### config.mk
export PLATFORM = sky130hd
export DESIGN_NAME = sum_series_tx
export DESIGN_NICKNAME = d
export VERILOG_FILES = /design/src/rtl/sum_series_tx.sv
export SDC_FILE = /design/constraint.sdc
export NUM_CORES = 1
export LEC_CHECK = 0
export BUFFER_PORTS_ARGS = -buffer_cell sky130_fd_sc_hd__buf_4
export CAP_MARGIN = 20
export CORE_MARGIN = 3
export CORE_UTILIZATION = 55
export DETAILED_ROUTE_END_ITERATION = 12
export PLACE_DENSITY = 0.84
export SYNTH_ARGS = -nofsm -noshare
export SYNTH_HDL_FRONTEND = slang
export SYNTH_SLANG_ARGS = --single-unit
### constraint.sdc
create_clock -name clk -period 7.4 [get_ports clk]
set_input_delay 1.85 -clock clk [delete_from_list [all_inputs] [get_ports clk]]
set_output_delay 1.85 -clock clk [all_outputs]
set_load 0.03 [all_outputs]
### src/rtl/sum_series_tx.sv
// Series transmitter for the summing accumulator: emits a framed arithmetic series,
// keeps a reference sum, and checks the accumulator result with pass/fail counters.
module sum_series_tx #(
    parameter int NOF_BITS = 32,
    parameter int LEN_BITS = 8,
    parameter int TIMEOUT  = 16
) (
    input  logic                clk,
    input  logic                rst_n,
    input  logic                start,
    input  logic [LEN_BITS-1:0] len,
    input  logic [NOF_BITS-1:0] base,
    input  logic [NOF_BITS-1:0] step,
    output logic                data_first,
    output logic                data_last,
    output logic [NOF_BITS-1:0] data_out,
    input  logic                sum_done,
    input  logic [NOF_BITS:0]   sum_result,
    output logic                ready,
    output logic                check_valid,
    output logic                check_ok,
    output logic                timeout,
    output logic [15:0]         pass_cnt,
    output logic [15:0]         fail_cnt
);

    localparam int TW = $clog2(TIMEOUT + 1);

    typedef enum logic [1:0] {IDLE, SEND, WAIT} state_t;

    state_t              state, state_nxt;
    logic [LEN_BITS-1:0] len_r;
    logic [LEN_BITS-1:0] idx;
    logic [LEN_BITS-1:0] idx_nxt;
    logic [LEN_BITS-1:0] len_m1;
    logic [NOF_BITS-1:0] step_r;
    logic [NOF_BITS:0]   ref_sum;
    logic [TW-1:0]       tcnt;
    logic                accept;
    logic                last_word;
    logic                tmo_hit;

    function automatic logic [15:0] sat_inc(input logic [15:0] c);
        return (c == 16'hFFFF) ? c : c + 16'd1;
    endfunction

    always_comb begin
        accept    = (state == IDLE) && start && (len != '0);
        idx_nxt   = idx + 1'b1;
        len_m1    = len_r - 1'b1;
        last_word = (idx == len_m1);
        tmo_hit   = (tcnt == TW'(TIMEOUT - 1));
        state_nxt = state;
        case (state)
            IDLE:    if (accept) state_nxt = SEND;
            SEND:    if (last_word) state_nxt = WAIT;
            WAIT:    if (sum_done || tmo_hit) state_nxt = IDLE;
            default: state_nxt = IDLE;
        endcase
    end

    // Every output is a register; the data path clears whenever SEND is not active.
    always_ff @(posedge clk or negedge rst_n) begin
        if (!rst_n) begin
            state       <= IDLE;
            ready       <= 1'b1;
            data_first  <= 1'b0;
            data_last   <= 1'b0;
            data_out    <= '0;
            len_r       <= '0;
            idx         <= '0;
            step_r      <= '0;
            ref_sum     <= '0;
            tcnt        <= '0;
            check_valid <= 1'b0;
            check_ok    <= 1'b0;
            timeout     <= 1'b0;
            pass_cnt    <= '0;
            fail_cnt    <= '0;
        end else begin
            state       <= state_nxt;
            ready       <= (state_nxt == IDLE);
            check_valid <= 1'b0;
            data_first  <= 1'b0;
            data_last   <= 1'b0;
            data_out    <= '0;
            case (state)
                IDLE: begin
                    if (accept) begin
                        len_r      <= len;
                        step_r     <= step;
                        idx        <= '0;
                        ref_sum    <= '0;
                        data_out   <= base;
                        data_first <= 1'b1;
                        data_last  <= (len == LEN_BITS'(1));
                    end
                end
                SEND: begin
                    ref_sum <= ref_sum + {1'b0, data_out};
                    if (!last_word) begin
                        idx       <= idx_nxt;
                        data_out  <= data_out + step_r;
                        data_last <= (idx_nxt == len_m1);
                    end else begin
                        tcnt <= '0;
                    end
                end
                WAIT: begin
                    // A done arriving on the last allowed cycle still counts as a real check.
                    if (sum_done) begin
                        check_valid <= 1'b1;
                        check_ok    <= (sum_result == ref_sum);
                        timeout     <= 1'b0;
                        if (sum_result == ref_sum) pass_cnt <= sat_inc(pass_cnt);
                        else                       fail_cnt <= sat_inc(fail_cnt);
                    end else if (tmo_hit) begin
                        check_valid <= 1'b1;
                        check_ok    <= 1'b0;
                        timeout     <= 1'b1;
                        fail_cnt    <= sat_inc(fail_cnt);
                    end else begin
                        tcnt <= tcnt + 1'b1;
                    end
                end
                default: ;
            endcase
        end
    end

endmodule

== After elaboration in Yosys (flattened, before gate mapping) ==
Index checks and enable logic that the tools add are counted.
Cells by class
  mux-type cells: 32
  $add $sub $neg: 7
  reductions and logical operators: 16
  equality and inequality tests: 15
  bitwise operators: 1
Operators with widths (count)
  $pmux 33 s2: 1
  $mux 16: 4
  $mux 32: 2
  $pmux 32 s2: 1
  $add 33x32->33: 1
  $eq 33x33->1: 1
  $mux 33: 1
  $add 16x1->16 const B: 2
  $add 32x32->32: 1
  $eq 16x16->1 const B: 2
  $eq 8x8->1: 2
  $mux 8: 2
  $pmux 8 s2: 1
  $mux 5: 3
  $ne 2x2->1 const B: 6
  $mux 1: 11
  $pmux 5 s2: 1
  $add 8x1->8 const B: 1
  $eq 8x1->1 const B: 1
  $reduce_and 4->1: 2
  $reduce_bool 8->1: 1
  $sub 8x1->8 const B: 1
  $mux 2: 3
  $pmux 2 s3: 1
  12 further kinds: 19
Storage, ports and cells
  output and inout port bits: 70
  logic and storage cells: 86
  register bits after elaboration: 158
  input port bits: 109

== Longest topological paths before layout ==
  depth after elaboration: 6
  depth in mapped cells: 11
  gate-level depth less buffers: 11

== Least setup slack after synthesis ==
No wires, ideal clock.
  kind: input to register
  from: input sum_result[23]
  to: register pass_cnt[13]
  path buffers: 0
  library setup time: 0.134 ns
  arrival time: 3.470 ns
  setup slack: 3.796 ns
  stages: 8
  path through: xor2_1 > nor4_2 > nand4_1 > nor4_4 > o311ai_4 > nor3_4 > nand3_1 > xnor2_1
On the way
  longest elaborated chain between the ends: 2
Ends and longest elaborated chain
  from (decl): RTL line 18  | input logic [NOF_BITS:0] sum_result,
  $eq 33x33->1: RTL line 115  | if (sum_result == ref_sum) pass_cnt <= sat_inc(pass_cnt);
  $reduce_and 4->1 (no source line)
  to (signal assigned): RTL line 115
  to (decl): RTL line 23  | output logic [15:0] pass_cnt,
Every way passes these cells.
A chain may end at the register's enable or synchronous reset.

== Worst setup path in the final report ==
  from: input len[5]
  to: register idx[6]
On the way
  longest elaborated chain between the ends: 4
Ends and longest elaborated chain
  from (decl): RTL line 11  | input logic [LEN_BITS-1:0] len,
  $reduce_bool 8->1: RTL line 48  | accept = (state == IDLE) && start && (len != '0);
  $logic_and 1x1->1: RTL line 48
  $ne 2x2->1 (no source line)
  $reduce_and 3->1 (no source line)
  to (signal assigned): RTL line 102  | idx <= idx_nxt;
  to (decl): RTL line 33  | logic [LEN_BITS-1:0] idx;
Every way passes these cells.

==> impl_metrics.py <==
metrics = {
    "run_status": {
        "status": "complete, no violations",
    },
    "route": {
        "drt_iter0_markers": 774,
        "drt_wl_total_um": 28800,
        "wl_per_cell_um": 18.4,
        "num_vias": 9331,
        "viasPerCell": 5.96,
        "ant_nets": 0,
        "drt-pass1-iter-count": 5,
        "drc": 0,
    },
    "die": {
        "io_pins": 179,
        "die_h_um": 143,
        "core_um2": 18100,
        "die_x_um": 143,
        "dieArea_um2": 20400,
        "start_util_pct": 56.6,
        "fp-row-count": 49,
    },
    "clock_tree": {
        "cts_buffers": 17,
        "clk_path_buf_depth": 2,
        "insertion_delay_ns": 0.44,
        "clk_pin_slew_worst_paths_ns": 0.06,
        "cts_max_level": 4,
        "tritoncts": "yes",
        "ctsResizeCount": 0,
        "hold_buffers": 0,
        "root_buffer": "clkbuf_16",
        "post-cts-setup-buffers": 0,
        "cts.sinks": 158,
    },
    "sta": {
        "maxSlewViolCount": 0,
        "relSlewSlack_pct": 37.8,
        "fin_crit_ns": 3.89,
        "fin_crit_sh_pct": 52.6,
        "worst_slew_pin_slew_ns": 0.934,
        "rsz0062_at_grt": "no",
        "finalHoldViolations": 0,
        "setup-violations-final": 0,
        "skew_ns": 0.00870,
        "fin_setup_tns_ns": 0,
        "max_freq_mhz": 257,
    },
    "worst_setup_path": {
        "crit_fanout": 79,
        "crit_type": "input port to flip-flop",
        "crit_arrival_ns": 4.23,
        "cp-startpoint": "len[5]",
        "critPathLaunchType": "input port",
        "worstSetupEndpointType": "flip-flop",
        "worstPathRequired_ns": 7.74,
        "r2r-start": "data_out[0]",
    },
    "hold_path": {
        "worstHoldPathType": "flip-flop to flip-flop",
        "hold_start": "step_r[26]",
    },
    "flow_run": {
        "max-cap-violations": 0,
    },
    "pwr": {
        "clockPowerShare_pct": 14.4,
        "internal_power_w": 0.00344,
        "p_sw_share_pct": 47.1,
        "power_frac_seq_pct": 25.3,
        "p_comb_share_pct": 60.2,
        "ir_drop_mv": 0.260,
        "leakage_nw": 5.96,
        "p_switching_w": 0.00306,
        "powerDensity_nw_per_um2": 525,
    },
    "grt": {
        "grt_pass1_vias": 9072,
        "grt_usage_pct": 28.4,
        "overflow": 0,
        "grt_pass1_wl_um": 45900,
        "antenna_found_initial": 0,
        "grt_max_degree": 103,
    },
    "synth": {
        "ys.flop_type": "dfrtp_1",
        "synth_edf_count": 0,
        "synth_seq_area_share_pct": 38.5,
        "synth-seq-cells": 158,
        "synth_area_um2": 10300,
        "yosys_warnings": 0,
        "async_flop_share_pct": 100,
        "avgSynthCellArea_um2": 8.85,
        "synthCells": 1161,
        "synth_fp_nets": 1341,
        "synth.distinct_cells": 71,
    },
    "placement": {
        "gp_congestion": 0.950,
        "dp_hpwl_um": 21200,
        "port_buffers": 178,
        "dpl.cell_count": 1533,
    },
    "cells_and_area": {
        "nets": 1503,
        "final_cells": 1565,
        "diodes": 0,
        "drive_gt1_share_pct": 18.4,
        "area_growth_pct": 20.6,
    },
}
==> metrics by stage <==
step | area [um2] | power [W] | util [%] | worst slack (ns) | hold WS (ns)
final | 12400 | 0.00650 | 68.3 | 3.51 | 0.483
after global routing | 12400 | 0.00701 | 68.3 | 3.35 | 0.513
after CTS | 12400 | 0.00645 | 68.3 | 3.53 | 0.487
after detailed placement | 11800 | 0.00547 | 64.8 | 3.11 | 0.471
after global placement | 11800 | 0.00535 | 64.8 | 3.20 | 0.461
after floorplan | 10300 | 0.00451 | - | 3.80 | 0.449
==> critical path: stages <==
cell      delay, ns
buf_4          0.11
nor4_1         0.30
nand2_1        0.12
o211ai_1       0.17
buf_4          0.61
inv_2          0.07
buf_4          0.38
nor2_4         0.31
o21ai_0        0.13
o31ai_1        0.08
==> logic make-up after synthesis <==
kind of cell | Yosys count | synth area share [%]
adder cells (fa/ha/maj) | 71 | 8.79
XOR/XNOR | 135 | 11.7
AO/OA/AOI/OAI | 279 | 17.4
flip-flops | 158 | 38.5
multiplexers | 4 | 0.426
AND/OR/NAND/NOR | 443 | 20.4
buffers and inverters | 71 | 2.87
==> cell usage after synthesis, types with 20 or more instances <==
| cell type | n | area share [%] |
|---|---|---|
| inv_1 | 29 | 1.1 |
| o21ai_0 | 81 | 3.9 |
| dfrtp_1 | 157 | 38 |
| nand2_1 | 215 | 7.9 |
| nand3_1 | 59 | 2.9 |
| nand4_1 | 23 | 1.4 |
| xor2_1 | 68 | 5.8 |
| clkbuf_1 | 32 | 1.2 |
| nor2_1 | 48 | 1.8 |
| nor3_1 | 20 | 0.97 |
| a21oi_1 | 69 | 3.4 |
| a21o_1 | 23 | 1.7 |
| ha_1 | 69 | 8.4 |
| xnor2_1 | 66 | 5.6 |
==> routing by layer <==
metal	routed length, um	vias to the layer above	GRT usage [%]	part of all wire, %
met5	0	-	0	0
met4	733	0	8.80	2.5
met3	2300	63	5.76	8.0
met2	13700	379	46.6	48
met1	12100	4451	38.0	42
li1	-	4438	-	-
==> layout make-up <==
type / instances / area (um2)
multi-input combinational: 932 / 6030
fill: 1408 / 5760
sequential: 158 / 3960
timing repair buffer: 183 / 1380
clock buffer: 18 / 439
tap: 229 / 287
clock inverter: 14 / 189
inverter: 31 / 116
==> sequential cells by signal, indices dropped and copies added (netlist names) <==
register	count
timeout	1
step_r	32
ready	1
data_out	32
ref_sum	33
data_last	1
check_ok	1
pass_cnt	16
state	2
check_valid	1
idx	8
tcnt	5
data_first	1
len_r	8
fail_cnt	16
==> final timing paths <==
kind	to	slack, ns	cells after the start
max	idx[6]	3.51	10
min	step_r[26]	0.48	2
max reg2reg	ref_sum[32]	4.17	11
min reg2reg	step_r[26]	0.48	2
max in group asynchronous	tcnt[0]	4.62	2
min in group asynchronous	ref_sum[10]	1.53	1
==> power by group through the flow <==
stage               sequential, W  clock, W  combinational (W)
global route              0.00168  0.000980            0.00436
global placement          0.00164         0            0.00372
finish                    0.00165  0.000939            0.00392
floorplan                 0.00167         0            0.00284
detailed placement        0.00164         0            0.00383
CTS                       0.00163  0.000941            0.00388
==> cells in the final DEF, fill, tap and decap left out, types with 10 or more instances in the layout <==
master,instances
nand2_1,215
o21ai_0,81
nand3_1,59
nor4_1,10
inv_1,29
and3_1,16
xnor2_1,66
nor3_1,20
ha_1,69
o211ai_1,11
a211oi_1,11
o31ai_1,11
a21oi_1,69
a21o_1,23
clkbuf_16,17
nor2_1,48
xor2_1,68
nand4_1,23
buf_4,182
o21ai_1,14
dfrtp_1,157
Note: power is estimated with default switching activity, not from simulation.
